`src/rtl/mm_mac_pkg.sv`:
```
`default_nettype none
// ============================================================================
// Module  : mm_mac_pkg
// Purpose : Shared state encoding, load-select constants and width helpers
//           for the parametrised matrix-multiply MAC.
// Revision: 1.0 - initial parametrised release
// ============================================================================
package mm_mac_pkg;

    typedef enum logic [1:0] {
        ST_IDLE = 2'd0,
        ST_RUN  = 2'd1,
        ST_DONE = 2'd2
    } state_t;

    localparam logic SEL_A = 1'b0;
    localparam logic SEL_B = 1'b1;

    // Full product width plus headroom for summing N products.
    function automatic int acc_width(input int dw, input int n);
        return 2 * dw + $clog2(n);
    endfunction

endpackage
`default_nettype wire

```
`src/rtl/mm_mac_unit.sv`:
```
`default_nettype none
// ============================================================================
// Module  : mm_mac_unit
// Purpose : Signed DW x DW multiplier feeding an AW-wide accumulator.
//           'first' restarts the sum from 'base', otherwise adds to acc.
// Revision: 1.0 - initial parametrised release
// ============================================================================
module mm_mac_unit #(
    parameter int DW = 8,
    parameter int AW = 19
) (
    input  logic                 clk,
    input  logic                 reset,
    input  logic                 en,
    input  logic                 first,
    input  logic signed [DW-1:0] a,
    input  logic signed [DW-1:0] b,
    input  logic signed [AW-1:0] base,
    output logic signed [AW-1:0] sum
);

    logic signed [2*DW-1:0] w_prod;
    logic signed [AW-1:0]   w_prod_ext;
    logic signed [AW-1:0]   r_acc;

    assign w_prod     = a * b;
    assign w_prod_ext = {{(AW-2*DW){w_prod[2*DW-1]}}, w_prod};
    assign sum        = (first ? base : r_acc) + w_prod_ext;

    always_ff @(posedge clk or negedge reset) begin
        if (!reset) begin
            r_acc <= '0;
        end else if (en) begin
            r_acc <= sum;
        end
    end

endmodule
`default_nettype wire

```
`src/rtl/mm_mac_param.sv`:
```
`default_nettype none
// ============================================================================
// Module  : mm_mac_param
// Purpose : C = A x B for signed NxN matrices on one shared MAC, with load
//           port, registered read port, start/busy/done and cycle counter.
//           Optional MM_MAC_ACCUM_EN: C = C + A x B plus a clr_c input.
// Revision: 1.0 - initial parametrised release
// ============================================================================
module mm_mac_param
    import mm_mac_pkg::*;
#(
    parameter int N  = 8,
    parameter int DW = 8,
    parameter int AW = acc_width(DW, N),
    parameter int CW = $clog2(N*N*N+1)
) (
    input  logic                       clk,
    input  logic                       reset,
    input  logic                       start,
`ifdef MM_MAC_ACCUM_EN
    input  logic                       clr_c,
`endif
    input  logic                       ld_en,
    input  logic                       ld_sel,
    input  logic [$clog2(N*N)-1:0]     ld_addr,
    input  logic signed [DW-1:0]       ld_data,
    input  logic [$clog2(N*N)-1:0]     rd_addr,
    output logic signed [AW-1:0]       rd_data,
    output logic                       busy,
    output logic                       done,
    output logic                       ld_err,
    output logic [CW-1:0]              clk_count
);

    localparam int              c_IW  = $clog2(N);
    localparam int              c_LAW = 2 * c_IW;
    localparam logic [c_IW-1:0] c_MAX = c_IW'(N-1);

    state_t r_state;
    state_t w_state_nxt;

    logic [c_IW-1:0] r_i;
    logic [c_IW-1:0] r_j;
    logic [c_IW-1:0] r_k;
    logic [CW-1:0]   r_count;
    logic            r_ld_err;
    logic signed [AW-1:0] r_rd_data;

    logic signed [DW-1:0] r_a [N*N];
    logic signed [DW-1:0] r_b [N*N];
    logic signed [AW-1:0] r_c [N*N];

    logic w_busy;
    logic w_done;
    logic w_ld_ok;
    logic w_launch;
    logic w_k_last;
    logic w_i_last;
    logic w_j_last;
    logic w_run;

    logic [c_LAW-1:0]     w_a_idx;
    logic [c_LAW-1:0]     w_b_idx;
    logic [c_LAW-1:0]     w_c_idx;
    logic signed [AW-1:0] w_base;
    logic signed [AW-1:0] w_sum;

    // Power-of-two N lets row-major indices be plain concatenations.
    assign w_a_idx  = {r_i, r_k};
    assign w_b_idx  = {r_k, r_j};
    assign w_c_idx  = {r_i, r_j};
    assign w_k_last = (r_k == c_MAX);
    assign w_i_last = (r_i == c_MAX);
    assign w_j_last = (r_j == c_MAX);
    assign w_run    = (r_state == ST_RUN);

    always_ff @(posedge clk or negedge reset) begin
        if (!reset) begin
            r_state <= ST_IDLE;
        end else begin
            r_state <= w_state_nxt;
        end
    end

    always_comb begin
        w_state_nxt = r_state;
        w_busy      = 1'b0;
        w_done      = 1'b0;
        w_ld_ok     = 1'b0;
        w_launch    = 1'b0;
        case (r_state)
            ST_IDLE, ST_DONE: begin
                w_done  = (r_state == ST_DONE);
                w_ld_ok = ld_en;
                if (start) begin
                    w_state_nxt = ST_RUN;
                    w_launch    = 1'b1;
                end
            end
            ST_RUN: begin
                w_busy = 1'b1;
                if (w_k_last && w_i_last && w_j_last) begin
                    w_state_nxt = ST_DONE;
                end
            end
            default: begin
                w_state_nxt = ST_IDLE;
            end
        endcase
    end

    always_ff @(posedge clk or negedge reset) begin
        if (!reset) begin
            r_i       <= '0;
            r_j       <= '0;
            r_k       <= '0;
            r_count   <= '0;
            r_ld_err  <= 1'b0;
            r_rd_data <= '0;
        end else begin
            r_ld_err  <= w_run && ld_en;
            r_rd_data <= r_c[rd_addr];
            if (w_launch) begin
                r_i     <= '0;
                r_j     <= '0;
                r_k     <= '0;
                r_count <= '0;
            end else if (w_run) begin
                // j outer, i middle, k inner: C fills column by column.
                r_count <= r_count + 1'b1;
                r_k     <= r_k + 1'b1;
                if (w_k_last) begin
                    r_i <= r_i + 1'b1;
                    if (w_i_last) begin
                        r_j <= r_j + 1'b1;
                    end
                end
            end
        end
    end

    always_ff @(posedge clk) begin
        if (w_ld_ok) begin
            if (ld_sel == SEL_B) begin
                r_b[ld_addr] <= ld_data;
            end else begin
                r_a[ld_addr] <= ld_data;
            end
        end
    end

`ifdef MM_MAC_ACCUM_EN
    assign w_base = r_c[w_c_idx];

    always_ff @(posedge clk) begin
        if (clr_c && !w_run) begin
            for (int n = 0; n < N*N; n++) begin
                r_c[n] <= '0;
            end
        end else if (w_run && w_k_last) begin
            r_c[w_c_idx] <= w_sum;
        end
    end
`else
    assign w_base = '0;

    always_ff @(posedge clk) begin
        if (w_run && w_k_last) begin
            r_c[w_c_idx] <= w_sum;
        end
    end
`endif

    mm_mac_unit #(
        .DW (DW),
        .AW (AW)
    ) u_mac (
        .clk   (clk),
        .reset (reset),
        .en    (w_run),
        .first (r_k == '0),
        .a     (r_a[w_a_idx]),
        .b     (r_b[w_b_idx]),
        .base  (w_base),
        .sum   (w_sum)
    );

    assign rd_data   = r_rd_data;
    assign busy      = w_busy;
    assign done      = w_done;
    assign ld_err    = r_ld_err;
    assign clk_count = r_count;

endmodule
`default_nettype wire
```
`config.mk`:
```
export PLATFORM = sky130hd
export DESIGN_NAME = mm_mac_param
export DESIGN_NICKNAME = d
export VERILOG_FILES = /design/src/rtl/mm_mac_pkg.sv /design/src/rtl/mm_mac_unit.sv /design/src/rtl/mm_mac_param.sv
export SDC_FILE = /design/constraint.sdc
export NUM_CORES = 2
export LEC_CHECK = 0
export BUFFER_PORTS_ARGS = -buffer_cell sky130_fd_sc_hd__buf_4
export CAP_MARGIN = 40
export CORE_ASPECT_RATIO = 1.5
export CORE_MARGIN = 2
export CORE_UTILIZATION = 45
export DETAILED_ROUTE_END_ITERATION = 6
export HOLD_SLACK_MARGIN = 0.12
export SLEW_MARGIN = 25
export SYNTH_ARGS = -nofsm -noshare
export SYNTH_HDL_FRONTEND = slang
export SYNTH_SLANG_ARGS = --single-unit
```
`constraint.sdc`:
```
create_clock -name clk -period 11.2 [get_ports clk]
set_input_delay 0.56 -clock clk [delete_from_list [all_inputs] [get_ports clk]]
set_output_delay 0.56 -clock clk [all_outputs]
set_load 0.01 [all_outputs]
```
# == Yosys cells after proc, flatten, opt, wreduce, memory -nomap -nowiden ==
# Memory sizes are Yosys's and may differ from the RTL's. A register that Yosys moved wholly into a read port is not among the register bits.
# Cells that the tools add are included.
# word_totals
regBits,41
mem_count,3
in_bits,25
wordCells,65
out_inout_bits,32
mem_bits_rw,2240
# mem_list
name,words,width,read_ports,rd_ports_with_merged_regs,write_ports,line_no,text
r_c,64,19,1,1,1,mm_mac_param.sv:51,logic signed [AW-1:0] r_c [N*N];
r_a,64,8,1,0,1,mm_mac_param.sv:49,logic signed [DW-1:0] r_a [N*N];
r_b,64,8,1,0,1,mm_mac_param.sv:50,logic signed [DW-1:0] r_b [N*N];
# op_classes
eq_ne,7
mux,28
mul,1
n_reduce_logical,14
add_sub_neg,5
# op_table
op,count
3-bit 2-to-1 mux,9
10-bit 2-to-1 mux,2
19-bit by 16-bit adder with 19-bit output,1
19-bit 2-to-1 mux,1
8-bit by 8-bit multiplier with 16-bit output,1
1-bit 2-to-1 mux,13
"10-bit by 1-bit adder with 10-bit output, second input constant",1
"3-bit by 1-bit adder with 3-bit output, second input constant",3
"3-bit == test, second input constant",3
2-bit nonzero test,3
1-bit logical AND,4
2-bit 2-to-1 mux,2
2-bit case mux with 2 select lines,1
2-bit AND reduction,2
3-bit zero test,1
3-bit AND reduction,1
"2-bit by 1-bit == test with 1-bit output, second input constant",1
"2-bit == test, second input constant",1
2-bit zero test,1
"2-bit by 1-bit != test with 1-bit output, second input constant",1
"2-bit != test, second input constant",1
2-bit OR reduction,1
1-bit zero test,1

# == Depth between registers and ports, before layout ==
# logic_depth
depth_word,5
ltp_mapped,31
mapped_depth_nobuf,25

# == By module ==
# A second synthesis with hierarchy kept.
# hier_totals
hier_cells,4603
area_unflattened_um2,92213.4
# by_module_without_submodules
mod,area_per_inst_um2,n_inst,cells_each
mm_mac_param,87908.1,1,4181
mm_mac_unit,4305.4,1,422

# == Worst setup path before layout ==
# No wires, ideal clock.
# synth_timing
path_type,register to register
start,register r_k[2]
end,"memory r_c[0][16], data pin"
stages_incl_launch_ff,22
setup_time_ps,540
n_path_buf,4
arrival_time_ps,8327
path_slack_ps,2333
required_ps,10660
path_cell_list,dfrtp_1 -> buf_2 -> buf_2 -> clkbuf_1 -> buf_1 -> mux4_2 -> mux2i_1 -> o22ai_1 -> nor4_4 -> inv_2 -> and2_1 -> fa_1 -> fa_1 -> fa_1 -> fa_1 -> ha_1 -> ha_1 -> or4_1 -> o22ai_1 -> o21ai_0 -> o31a_1 -> xor2_1
# synth_between
elab_chain_cells,3
# synth_lines
element,line_no,text
start: declaration,mm_mac_param.sv:44,logic [c_IW-1:0] r_k;
start signal: assignment,mm_mac_param.sv:131,r_k <= r_k + 1'b1;
memory 64 x 8 bit (tied with other cells),n/a,
8-bit by 8-bit multiplier with 16-bit output / 19-bit 2-to-1 mux (equally long branches),"mm_mac_unit.sv:26, mm_mac_unit.sv:28",
19-bit by 16-bit adder with 19-bit output (*),mm_mac_unit.sv:28,assign sum = (first ? base : r_acc) + w_prod_ext;
named net u_mac.sum[16],mm_mac_unit.sv:19,output logic signed [AW-1:0] sum
end: declaration,mm_mac_param.sv:51,
# The timed path passes the listed nets; every way through them passes the cells marked *.

# == Worst setup path in the final report ==
# layout_timing
start,register r_j[2]
end,register u_mac.r_acc[16]
# layout_between
elab_chain_cells,3
# layout_lines
element,line_no,text
start: declaration,mm_mac_param.sv:43,logic [c_IW-1:0] r_j;
start signal: assignment,mm_mac_param.sv:135,r_j <= r_j + 1'b1;
memory 64 x 8 bit,n/a,
8-bit by 8-bit multiplier with 16-bit output,mm_mac_unit.sv:26,assign w_prod = a * b;
19-bit by 16-bit adder with 19-bit output,mm_mac_unit.sv:28,
named net u_mac.sum[16],mm_mac_unit.sv:19,
end signal: assignment,mm_mac_unit.sv:34,r_acc <= sum;
end: declaration,mm_mac_unit.sv:24,logic signed [AW-1:0] r_acc;
# The timed path passes the listed nets, and every way through them passes these cells.
# A chain may end at the register's enable or synchronous reset.

==> flow_summary.yaml <==
timing:
  period_share_pct: 85.43
  totalNegativeSetupSlack_ns: 0
  rsz0062_at_grt: "false"
  slew_viol_final: 0
  fin_skew_ns: 0.05982
  setup_viol: 0
  fmax_mhz: 104.5
  hold_viol: 0
  slew_headroom_pct: 34.68
  period_minus_slack_ns: 9.568
  worst_slew_pin_slew_ns: 0.9798
global_route:
  antenna_found_initial: 7
  track_usage_pct: 23.36
  grt_overflow: 0
  grt_max_degree: 116
  grt_pass1_vias: 47180
  grt_pass1_wl_microns: 346000
cells_and_area:
  n_fill_cell: 16080
  layout.nets: 4914
  register_area_sq_um: 68790
  multi_input_area_sq_um: 22200
  drive_gt1_share_pct: 28.50
  syn_to_final_growth_pct: 13.85
min_path:
  min_from: "ld_data[4]"
  hold_end: "r_b[45][4]"
  min_path_cells: 1
  min-delay-path-class: "in2reg"
worst_setup_path:
  critPathMaxStageDelay_ns: 0.74
  cp.required_ns: 11.99
  arrival_ns: 10.36
  cp-start-kind: "flop"
  path_cells: "buf_4 -> mux2_2 -> a221oi_1 -> o221ai_1 -> nor3b_1 -> buf_2 -> a221oi_2 -> nor2_1 -> fa_1 -> inv_1 -> fa_1 -> inv_1 -> fa_1 -> fa_1 -> fa_1 -> ha_1 -> o21a_1 -> o31a_1 -> o22ai_1 -> o21ai_0 -> o31a_1 -> xor2_4 -> buf_4 -> mux2_2"
  worstSetupPathType: "reg2reg"
  rr_startpoint: "r_j[2]"
  r2r_cells: 24
  endpoint_kind: "flop"
  crit_path_top_delay_cell: "dfrtp_4"
  critPathMostFrequentCell: "fa_1"
  critPathMaxFanout: 38
  r2r_end: "u_mac.r_acc[16]"
  rrSetupSlack_ns: 1.63
yosys:
  ys_seq_area_share_pct: 74.65
  synthFlopType: "edfxtp_1"
  synth_compound_area_share_pct: 2.487
  yosys.area.top_type: "edfxtp_1"
  async_flop_share_pct: 2.609
  synth-edff-count: 2240
  yosysMostFrequentCell: "edfxtp_1"
  synth_fa_ha_area_share_pct: 2.532
  synth_top_family_by_area: "multiplexers"
  synth-seq-cells: 2300
  synth_top_area_share_pct: 73.02
  syn_nets: 4579
  yosys_warnings: 0
  synth.avg_cell_area_sq_um: 20.85
  synth_mux_area_share_pct: 15.83
  yosys-top-cells-count: "edfxtp_1, mux4_2, nor2_1, nand2_1, clkbuf_1"
  synth.area.top_cells: "edfxtp_1, mux4_2, fa_1"
  synth-simple-area-share_pct: 2.707
  synth_xor_area_share_pct: 0.1806
  yosysUniqueCellTypes: 80
  synthCells: 4418
  synth_area_sq_um: 92120
routing:
  postRouteAntennaNets: 0
  via_per_inst: 5.931
  finalWirelength_microns: 242800
  drt_iter0_markers: 4619
  drc: 0
  dr.pass1.iters: 6
  num_vias: 45110
  wire_per_inst_microns: 31.92
cts:
  cts_buffer_depth: 3
  cts-root-buf: "clkbuf_16"
  cts_tree: "done"
  cts_buffers: 209
  cts_resized: 0
  clock_sinks: 2300
  clock_latency_ns: 0.88
  clk_pin_slew_ns: 0.06
  htreeDepth: 4
floorplanning:
  row_count: 203
  initial_core_util_pct: 45.22
  dieHeight_microns: 558.1
  die_w_microns: 373.4
  pin_count: 57
  dieArea_sq_um: 208400
  core_sq_um: 203700
job:
  max_cap_violations: 0
placed_design:
  hpwlAfterDp_microns: 153200
  io_buffers: 56
  gp_congestion: 0.9161
outcome:
  status: "finished, final reports clean"
==> cell usage in the layout (no fill, tap or decap), types with 42 or more instances in the layout <==
master     synthesis  final
nor2_2             0     72
o21ai_0           54     54
inv_1             92     91
nand2_1          151    150
mux4_2           553    553
a221oi_1          42     42
clkinv_1           1     42
a21oi_1           70     69
mux2i_1           97     97
ha_1              52     47
clkbuf_16          0    213
nor2_1           279    207
dfrtp_1           60     54
buf_4             10    307
fa_1              84     84
mux2_2            63     63
edfxtp_1        2240   2240
==> through the flow <==
stage	hold slack (ns)	cells	setup WS, ns	utilization (%)	instance area (sq um)
2_1_floorplan	0.2644	4418	2.333	-	92120
3_3_place_gp	0.4532	7049	1.812	47.28	96300
3_5_place_dp	0.4634	7172	1.770	47.83	97440
4_1_cts	0.1701	7571	1.776	51.28	104500
5_1_grt	0.1954	7603	1.289	51.48	104900
6_report	0.2114	7605	1.632	51.49	104900
==> kinds of logic after synthesis <==
| logic type | count (synthesis) |
|---|---|
| compound gates | 327 |
| xor+xnor | 19 |
| fa+ha+maj | 136 |
| buf+inv | 337 |
| flops | 2300 |
| mux | 730 |
| simple gates | 569 |
==> layer usage <==
layer | wire [microns] | vias up | global-route usage (%)
met3 | 11920 | 469 | 3.010
met4 | 10760 | 2 | 9.845
met2 | 132500 | 1641 | 43.37
li1 | - | 18760 | -
met5 | 19 | - | 0
met1 | 87610 | 24240 | 27.18
==> sequential cells by signal, summed over array words and instances, names as in the netlist <==
| signal | cells |
|---|---|
| r_state | 2 |
| u_mac.r_acc | 19 |
| clk_count | 10 |
| ld_err | 1 |
| r_a | 512 |
| r_k | 3 |
| r_i | 3 |
| r_b | 512 |
| r_c | 1216 |
| r_j | 3 |
| rd_data | 19 |
==> worst max-delay path: cells and delay by family, from the launching register on <==
kind            cells  cell delay, ns
fa+ha+maj           6            2.91
xor+xnor            1            0.67
mux                 2            0.62
compound gates      8            2.71
buf+inv             5            1.37
flops               1            0.74
simple gates        2            0.40
==> worst max path at each step <==
| stage | end | cells past startpoint | from |
|---|---|---|---|
| floorplan | r_c[0][16] | 21 | r_k[2] |
| global placement | u_mac.r_acc[16] | 20 | r_j[2] |
| detailed placement | u_mac.r_acc[16] | 22 | r_k[0] |
| CTS | u_mac.r_acc[16] | 22 | r_k[0] |
| global route | u_mac.r_acc[16] | 22 | r_k[0] |
| finish | u_mac.r_acc[16] | 24 | r_j[2] |
==> what timing repair did <==
| action | in CTS | in global routing |
|---|---|---|
| hold buffers | 4 | 0 |
| setup buffers | 0 | 0 |
| hold endpoints to repair | 64 | 0 |
==> final cells by class <==
| type | instances | share of cell area, % |
|---|---|---|
| Antenna cell | 3 | 0.007158 |
| Inverter | 99 | 0.3567 |
| Timing Repair Buffer | 362 | 3.040 |
| Clock inverter | 121 | 1.180 |
| Multi-Input combinational cell | 1781 | 21.17 |
| Clock buffer | 274 | 5.479 |
| Tap cell | 2665 | 3.179 |
| Sequential cell | 2300 | 65.59 |
Power is left out: the tool's default activity adds up to more than one toggle a clock period on the data nets, which glitch-free logic cannot reach.
